**config.mk**
```make
export PLATFORM = sky130hd
export DESIGN_NAME = sel_pri_arb
export DESIGN_NICKNAME = d
export VERILOG_FILES = /design/src/rtl/sel_pri_pkg.sv /design/src/rtl/sel_pri_pick.sv /design/src/rtl/sel_pri_arb.sv
export SDC_FILE = /design/constraint.sdc
export NUM_CORES = 1
export LEC_CHECK = 0
export ABC_AREA = 1
export BUFFER_PORTS_ARGS = -buffer_cell sky130_fd_sc_hd__buf_4
export CELL_PAD_IN_SITES_DETAIL_PLACEMENT = 0
export CELL_PAD_IN_SITES_GLOBAL_PLACEMENT = 1
export CORE_ASPECT_RATIO = 1.2
export CORE_MARGIN = 3
export CORE_UTILIZATION = 26
export CTS_BUF_LIST = sky130_fd_sc_hd__clkbuf_2 sky130_fd_sc_hd__clkbuf_4 sky130_fd_sc_hd__clkbuf_8
export DETAILED_ROUTE_END_ITERATION = 10
export GPL_TIMING_DRIVEN = 0
export PLACE_DENSITY_LB_ADDON = 0.1
export SLEW_MARGIN = 0
export SYNTH_ARGS = -nofsm -noshare
export SYNTH_HDL_FRONTEND = slang
export SYNTH_SLANG_ARGS = --single-unit
```
**constraint.sdc**
```tcl
create_clock -name clk -period 1.6 [get_ports clk]
set_input_delay 0 -clock clk [delete_from_list [all_inputs] [get_ports clk]]
set_output_delay 0 -clock clk [all_outputs]
set_load 0.01 [all_outputs]
```
**src/rtl/sel_pri_pkg.sv**
```systemverilog
// Shared types and constants for the registered priority select.
// Latency: n/a (declarations only).
// Backpressure: n/a.
package sel_pri_pkg;

    localparam int DEF_WIDTH = 32;
    localparam int DEF_NSRC  = 4;

    // Grant lock state: LOCKED pins the grant to lock_idx for multi-beat transfers.
    typedef enum logic {
        UNLOCKED = 1'b0,
        LOCKED   = 1'b1
    } lock_state_t;

    // Index width that never collapses to zero bits.
    function automatic int clog2_min1(input int n);
        return (n <= 2) ? 1 : $clog2(n);
    endfunction

endpackage

```
**src/rtl/sel_pri_pick.sv**
```systemverilog
// Rotating first-set-bit picker: lowest request at or above base wins, wrapping.
// Latency: combinational.
// Backpressure: none; the caller gates the grant.
// Ports: req (request mask), base (scan start) -> grant (one-hot), idx, any.
module sel_pri_pick #(
    parameter int NSRC = 4,
    parameter int IDXW = 2
) (
    input  logic [NSRC-1:0] req,
    input  logic [IDXW-1:0] base,
    output logic [NSRC-1:0] grant,
    output logic [IDXW-1:0] idx,
    output logic            any
);

    logic [2*NSRC-1:0] dbl;
    logic [2*NSRC-1:0] dbl_sh;
    logic [NSRC-1:0]   rot;
    int                pos;

    // Duplicating the mask lets a plain right shift act as a rotation by base.
    assign dbl    = {req, req};
    assign dbl_sh = dbl >> base;
    assign rot    = dbl_sh[NSRC-1:0];

    always_comb begin
        any = 1'b0;
        idx = '0;
        pos = 0;
        for (int i = 0; i < NSRC; i++) begin
            if (!any && rot[i]) begin
                any = 1'b1;
                // Undo the rotation to recover the real source index.
                pos = i + int'(base);
                if (pos >= NSRC) begin
                    pos = pos - NSRC;
                end
                idx = IDXW'(pos);
            end
        end
        grant = any ? (NSRC'(1) << idx) : '0;
    end

endmodule

```
**src/rtl/sel_pri_arb.sv**
```systemverilog
// Priority select of NSRC valid/ready sources into a one-deep registered output slot.
// Latency: 1 cycle from accept to out_valid; 1 beat/cycle while out_ready=1.
// Backpressure: src_ready all zero while the slot is full and out_ready=0.
// Ports: src_data/src_valid/src_ready (packed sources), lock (hold grant),
//        out_data/out_idx/out_valid/out_ready (consumer side).
// Option: define SEL_PRI_ARB_RR_EN for a rotating priority base (rr_ptr).
module sel_pri_arb
    import sel_pri_pkg::*;
#(
    parameter int WIDTH = DEF_WIDTH,
    parameter int NSRC  = DEF_NSRC,
    parameter int IDXW  = clog2_min1(NSRC)
) (
    input  logic                  clk,
    input  logic                  rst_n,
    input  logic [NSRC*WIDTH-1:0] src_data,
    input  logic [NSRC-1:0]       src_valid,
    output logic [NSRC-1:0]       src_ready,
    input  logic                  lock,
    output logic [WIDTH-1:0]      out_data,
    output logic [IDXW-1:0]       out_idx,
    output logic                  out_valid,
    input  logic                  out_ready
);

    lock_state_t      state;
    logic [IDXW-1:0]  lock_idx;
    logic [IDXW-1:0]  base;
    logic [NSRC-1:0]  lock_bit;
    logic [NSRC-1:0]  cand;
    logic [NSRC-1:0]  grant;
    logic [IDXW-1:0]  win_idx;
    logic             win_any;
    logic [WIDTH-1:0] win_data;
    logic             slot_free;
    logic             xfer;

    assign slot_free = !out_valid || out_ready;

    // While locked only the held source may compete; an idle held source means no grant.
    assign lock_bit = NSRC'(1) << lock_idx;
    assign cand     = (state == LOCKED) ? (src_valid & lock_bit) : src_valid;

    sel_pri_pick #(
        .NSRC (NSRC),
        .IDXW (IDXW)
    ) u_pick (
        .req   (cand),
        .base  (base),
        .grant (grant),
        .idx   (win_idx),
        .any   (win_any)
    );

    assign win_data = src_data[win_idx*WIDTH +: WIDTH];

    // rst_n gating keeps sources from seeing an accept while the block is held in reset.
    assign src_ready = grant & {NSRC{slot_free & rst_n}};
    assign xfer      = win_any & slot_free & rst_n;

`ifdef SEL_PRI_ARB_RR_EN
    logic [IDXW-1:0] rr_ptr;

    assign base = rr_ptr;

    // Rotation freezes while locked so the base resumes after the locked burst.
    always_ff @(posedge clk or negedge rst_n) begin
        if (!rst_n) begin
            rr_ptr <= '0;
        end else if (xfer && state == UNLOCKED) begin
            rr_ptr <= (win_idx == IDXW'(NSRC-1)) ? '0 : win_idx + IDXW'(1);
        end
    end
`else
    assign base = '0;
`endif

    always_ff @(posedge clk or negedge rst_n) begin
        if (!rst_n) begin
            state    <= UNLOCKED;
            lock_idx <= '0;
        end else begin
            case (state)
                UNLOCKED: begin
                    if (xfer && lock) begin
                        state    <= LOCKED;
                        lock_idx <= win_idx;
                    end
                end
                LOCKED: begin
                    // Dropping lock releases regardless of whether a beat moves.
                    if (!lock) begin
                        state <= UNLOCKED;
                    end
                end
                default: state <= UNLOCKED;
            endcase
        end
    end

    always_ff @(posedge clk or negedge rst_n) begin
        if (!rst_n) begin
            out_valid <= 1'b0;
            out_data  <= '0;
            out_idx   <= '0;
        end else if (slot_free) begin
            if (win_any) begin
                out_valid <= 1'b1;
                out_data  <= win_data;
                out_idx   <= win_idx;
            end else begin
                // An empty slot reads as zero data; out_idx keeps its last value.
                out_valid <= 1'b0;
                out_data  <= '0;
            end
        end
    end

endmodule

```
# ---- Yosys cells after proc, flatten, opt, wreduce, memory -nomap -nowiden
# Index checks and enable logic that the tools add are counted.
dict set report classes {
  mux 14
  shift 3
  bitwise_logic 6
  n_reduce_logical 11
}
# operator n
set ops {}
lappend ops {{$shiftx 128x8->32} 1}
lappend ops {{$mux 32} 1}
lappend ops {{$and 4x4->4} 2}
lappend ops {{$mux 1} 8}
lappend ops {{$mux 4} 2}
lappend ops {{$shl 1x2->4 const A} 2}
lappend ops {{$logic_and 1x1->1} 4}
lappend ops {{$logic_not 1->1} 4}
lappend ops {{$mux 2} 2}
lappend ops {{$reduce_and 2->1} 2}
lappend ops {{$and 1x1->1} 3}
lappend ops {{$pmux 1 s2} 1}
lappend ops {{$logic_or 1x1->1} 1}
lappend ops {{$not 1->1} 1}
dict set report word_totals {
  reg_bits 38
  inputBits 136
  wordCells 39
  out_inout_bits 39
}

# ---- Logic depth before layout (Yosys ltp)
dict set report depth {
  word_depth 18
  mapped_depth 13
  mapped_depth_nobuf 12
}

# ---- By module
# From an unflattened synthesis, not the netlist that was laid out.
dict set report unflattened {
  hier_cells 459
  area_unflattened_um2 2871.5
}
# mod area_per_inst_um2 seq_area_each_um2 cells_each instances
set by_module_without_submodules {}
lappend by_module_without_submodules {sel_pri_arb 2547.4 950.9 398 1}
lappend by_module_without_submodules {sel_pri_pick 324.1 0.0 61 1}

# ---- Worst setup path after synthesis
# Ideal clock, no wire load.
dict set report synth_timing {
  kind {flip-flop to flip-flop}
  startpoint {reg lock_idx[0]}
  endpoint {reg out_data[0]}
  required_ns 1.482
  n_path_buf 2
  setup_slack_ns 0.043
  setup_time_ns 0.118
  synth_period_minus_slack_ns 1.557
  stages_incl_launch_ff 11
  arrival_ns 1.439
  cell_sequence {dfrtp_1 -> o21ai_1 -> nand2_1 -> nand3_1 -> buf_2 -> clkbuf_1 -> nand2_1 -> nand2_1 -> nand2_1 -> nand3_1 -> nand2_1}
}
dict set report synth_between {
  elab_chain_cells 15
  elab_cells_between_ends 18
  classes_between {shift (2); mux (9); bitwise (1); reduce/logical (6)}
}
# element line_no
set synth_rtl {}
lappend synth_rtl {{start, declared} sel_pri_arb.sv:27} ;# logic [IDXW-1:0] lock_idx;
lappend synth_rtl {{start signal, assigned} sel_pri_arb.sv:87} ;# lock_idx <= win_idx;
lappend synth_rtl {{$shl 1x2->4 (*)} sel_pri_arb.sv:41} ;# assign lock_bit = NSRC'(1) << lock_idx;
lappend synth_rtl {{$and 4x4->4 (*)} sel_pri_arb.sv:42} ;# assign cand = (state == LOCKED) ? (src_valid & lock_bit) : src_valid;
lappend synth_rtl {{$mux 4 (*)} sel_pri_arb.sv:42}
lappend synth_rtl {{$mux 1} sel_pri_pick.sv:31} ;# if (!any && rot[i]) begin
lappend synth_rtl {{$logic_not 1->1} sel_pri_pick.sv:31}
lappend synth_rtl {{$logic_and 1x1->1} sel_pri_pick.sv:31}
lappend synth_rtl {{$mux 1} sel_pri_pick.sv:31}
lappend synth_rtl {{$logic_not 1->1} sel_pri_pick.sv:31}
lappend synth_rtl {{$logic_and 1x1->1} sel_pri_pick.sv:31}
lappend synth_rtl {{$mux 1} sel_pri_pick.sv:31}
lappend synth_rtl {{$logic_not 1->1} sel_pri_pick.sv:31}
lappend synth_rtl {{$logic_and 1x1->1} sel_pri_pick.sv:31}
lappend synth_rtl {{$mux 2} sel_pri_pick.sv:31}
lappend synth_rtl {{$shiftx 128x8->32} sel_pri_arb.sv:55} ;# assign win_data = src_data[win_idx*WIDTH +: WIDTH];
lappend synth_rtl {{$mux 32 (*)} sel_pri_arb.sv:107} ;# if (win_any) begin
lappend synth_rtl {{end signal, assigned} sel_pri_arb.sv:109} ;# out_data <= win_data;
lappend synth_rtl {{end, declared} sel_pri_arb.sv:20} ;# output logic [WIDTH-1:0] out_data,
# Every way passes the cells marked *; elsewhere a longest branch is shown, timed or not.
# A chain may end at the register's enable or synchronous reset.

# ---- Worst setup path after layout
dict set report layout_timing {
  startpoint {reg lock_idx[0]}
  endpoint {reg out_data[30]}
}
# Same word-level chain as after synthesis.

==> reports/metrics.csv <==
stage,metric,value,unit
run_status,status,"complete, but fails checks",
run_status,violations,setup timing,
placement,place_ws,-432.6,ps
timing,rsz0062_at_grt,true,
power,leakage,2.935,nW
logic_synthesis,ys_seq_area_frac,0.3299,
logic_synthesis,synth_fp_nets,634,
logic_synthesis,synthCells,498,
critical_path,cp_num_buf_inv,2,
critical_path,endpoint_kind,flip-flop,
routing,vias,3638,
placement,port_buffers,174,
die,start_util,0.2702,
die,die_area,12390,um^2
min_path,hold_path.class,input port to flip-flop,
critical_path,startpoint_type,flip-flop,
clock_network,clk_latency,300,ps
critical_path,critPathSlowestCell,dfrtp_1,
critical_path,path_cells,"nand2_1, a21oi_2, nand4_4, nand2_4, buf_12, clkbuf_16, nand2_2, nand2_1, nand2_1, nand3_1, nand2_1",
logic_synthesis,synth_warnings,0,
power,power,3.705,mW
placement,dp_hpwl,8508,um
cells_and_area,design_area,4925,um^2
logic_synthesis,avgSynthCellArea,5.789,um^2
critical_path,critPathRequiredTime,1800,ps
routing,finalWirelength,11380,um
grt,grt_pass1_vias,3529,
timing,skew,5.844,ps
routing,wl_per_cell,13.79,um
power,pwr-share-seq,0.338,
clock_network,clock_sinks,38,
power,switchingPower,1.333,mW
cells_and_area,diodes,0,
critical_path,critPathMostFrequentCell,nand2_1,
power,power_density,752.4,nW/um^2
timing,max_freq,584.1,MHz
clock_network,clk_pin_slew_worst_paths,80,ps
logic_synthesis,netlist_area,2883,um^2
timing,hold_violations,0,
grt,overflow,0,
timing,drv_slew,0,
cells_and_area,final_cells,825,
placement,dp_cells,801,
cells_and_area,drive_gt1_frac,0.3750,
grt,grt_use_total,0.1782,
routing,drc,0,
power,clock_power_share,0.188,
clock_network,cts_tree,built,
cells_and_area,layout.nets,832,
timing,layout_setup_ws,-112.1,ps
logic_synthesis,ys_types,13,
clock_network,root_buffer,clkbuf_8,
routing,vias_per_cell,4.410,
critical_path,crit_fanout,7,
clock_network,clockBufferDepth,2,
clock_network,h-tree-depth,2,
routing,drt_iter0_drc,107,
cells_and_area,area_growth,70.83,%
critical_path,critPathKind,flip-flop to flip-flop,
grt,grt_pass1_wl,17160,um
die,die_width,102.1,um
die,die_h,121.3,um
grt,antenna_found_initial,0,
power,switching_share,0.3598,
routing,ant_nets,0,
critical_path,rrSetupSlack,-110,ps
placement,place_area,4350,um^2
die,fp-row-count,41,
timing,finalCritPeriodShare,1.070,
timing,timing.setup.tns,-2516,ps
grt,grt_max_degree,39,
cells_and_area,final_common_cell,nand2_1,
clock_network,cts_buffers,5,
job,maxCapViolCount,0,
critical_path,cp_top_family,simple AND/OR/NAND/NOR gates,
power,power_frac_comb,0.474,
critical_path,crit_path_max_incr_delay,400,ps
critical_path,arrival,1910,ps
power,p_int,2.372,mW
timing,slew_headroom,0.6658,
die,ioPinCount,175,
timing,tightestPinTransition,501.3,ps
timing,layout_min_cycle_time,1712,ps
logic_synthesis,synth_seq_cells,38,
timing,setup-violations-final,35,
placement,gp_congestion,0.7644,
die,core,10670,um^2
power,peakVddDrop,288.8,uV
routing,first_pass_iters,4,
cells_and_area,final_cell_mix,"nand2_1, buf_4, nand3_1",
area by class of cell:
class	instances	area, um^2
tap	129	161.4
multi-input combinational	357	1623
timing repair buffer	191	1525
sequential	38	952.2
clock buffer	7	83.83
inverter	74	280.3
buffer	29	299.0
fill	1169	5746
stage by stage:
| stage | hold slack (ps) | utilization |
|---|---|---|
| 3_3_place_gp | 27.88 | 0.4077 |
| 5_1_grt | 16.16 | 0.4615 |
| 6_report | 13.90 | 0.4615 |
| 2_1_floorplan | -295.6 | - |
| 3_5_place_dp | 25.86 | 0.4077 |
| 4_1_cts | 18.10 | 0.4437 |
state kept, by name, summed over array words and instances, names as in the netlist:
name and count:
lock_idx 2, out_data 32, out_idx 2, out_valid 1, state 1
per-layer routing:
metal,up-vias,global-route usage,share of wire
met2,124,0.3114,0.49
li1,1902,-,-
met4,0,0.03692,0.0084
met3,6,0.04428,0.073
met1,1606,0.2197,0.42
met5,-,0,0
worst min-delay path, delay by kind of cell:
kind          cells  cell delay [ps]
buf+inv           1               80
simple gates      3              200
worst paths after layout:
kind | depth (start not counted) | to | from
max | 11 | out_data[30]$_DFFE_PN0N_ | lock_idx[0]$_DFFE_PN0P_
min | 4 | out_data[4]$_DFFE_PN0N_ | out_ready
min reg2reg | 2 | out_data[23]$_DFFE_PN0N_ | out_data[23]$_DFFE_PN0N_
max in group asynchronous | 3 | state$_DFF_PN0_ | rst_n
min in group asynchronous | 3 | out_data[9]$_DFFE_PN0N_ | rst_n
max reg2reg | 11 | out_data[30]$_DFFE_PN0N_ | lock_idx[0]$_DFFE_PN0P_
synthesized netlist by cell type (all sizes together):
library cell / n / area share
nand2: 243 / 0.32
nand3: 98 / 0.17
inv: 74 / 0.096
dfrtp: 38 / 0.33
buf: 17 / 0.043
clkbuf: 12 / 0.016
nor2: 8 / 0.011
o21ai: 6 / 0.010
a21oi: 1 / 0.0030
nand4: 1 / 0.0043
power by group through the flow:
stage | registers, mW | clock network [mW] | logic, mW
after floorplan | 1.35 | 0 | 0.681
after global placement | 1.27 | 0 | 1.54
after detailed placement | 1.27 | 0 | 1.55
after CTS | 1.25 | 0.715 | 1.69
after global routing | 1.28 | 0.757 | 1.96
final | 1.25 | 0.696 | 1.76
kinds of logic (layout without fill, tap and decap cells):
logic type	count (synthesis)	after routing	synth area share
flops	38	38	0.3299
compound gates	7	7	0.01346
simple gates	350	350	0.5022
buf+inv	103	301	0.1545
repair_timing:
action / CTS / global route
endpoints found under the setup margin: 41 / 41
hold buffers: 3 / 0
cloned: 1 / 2
pin swaps: 3 / 21
hold endpoints to repair: 39 / 0
buffers inserted: 6 / 5
gates resized for setup: 55 / 33
Note: power is estimated with default switching activity, not from simulation.
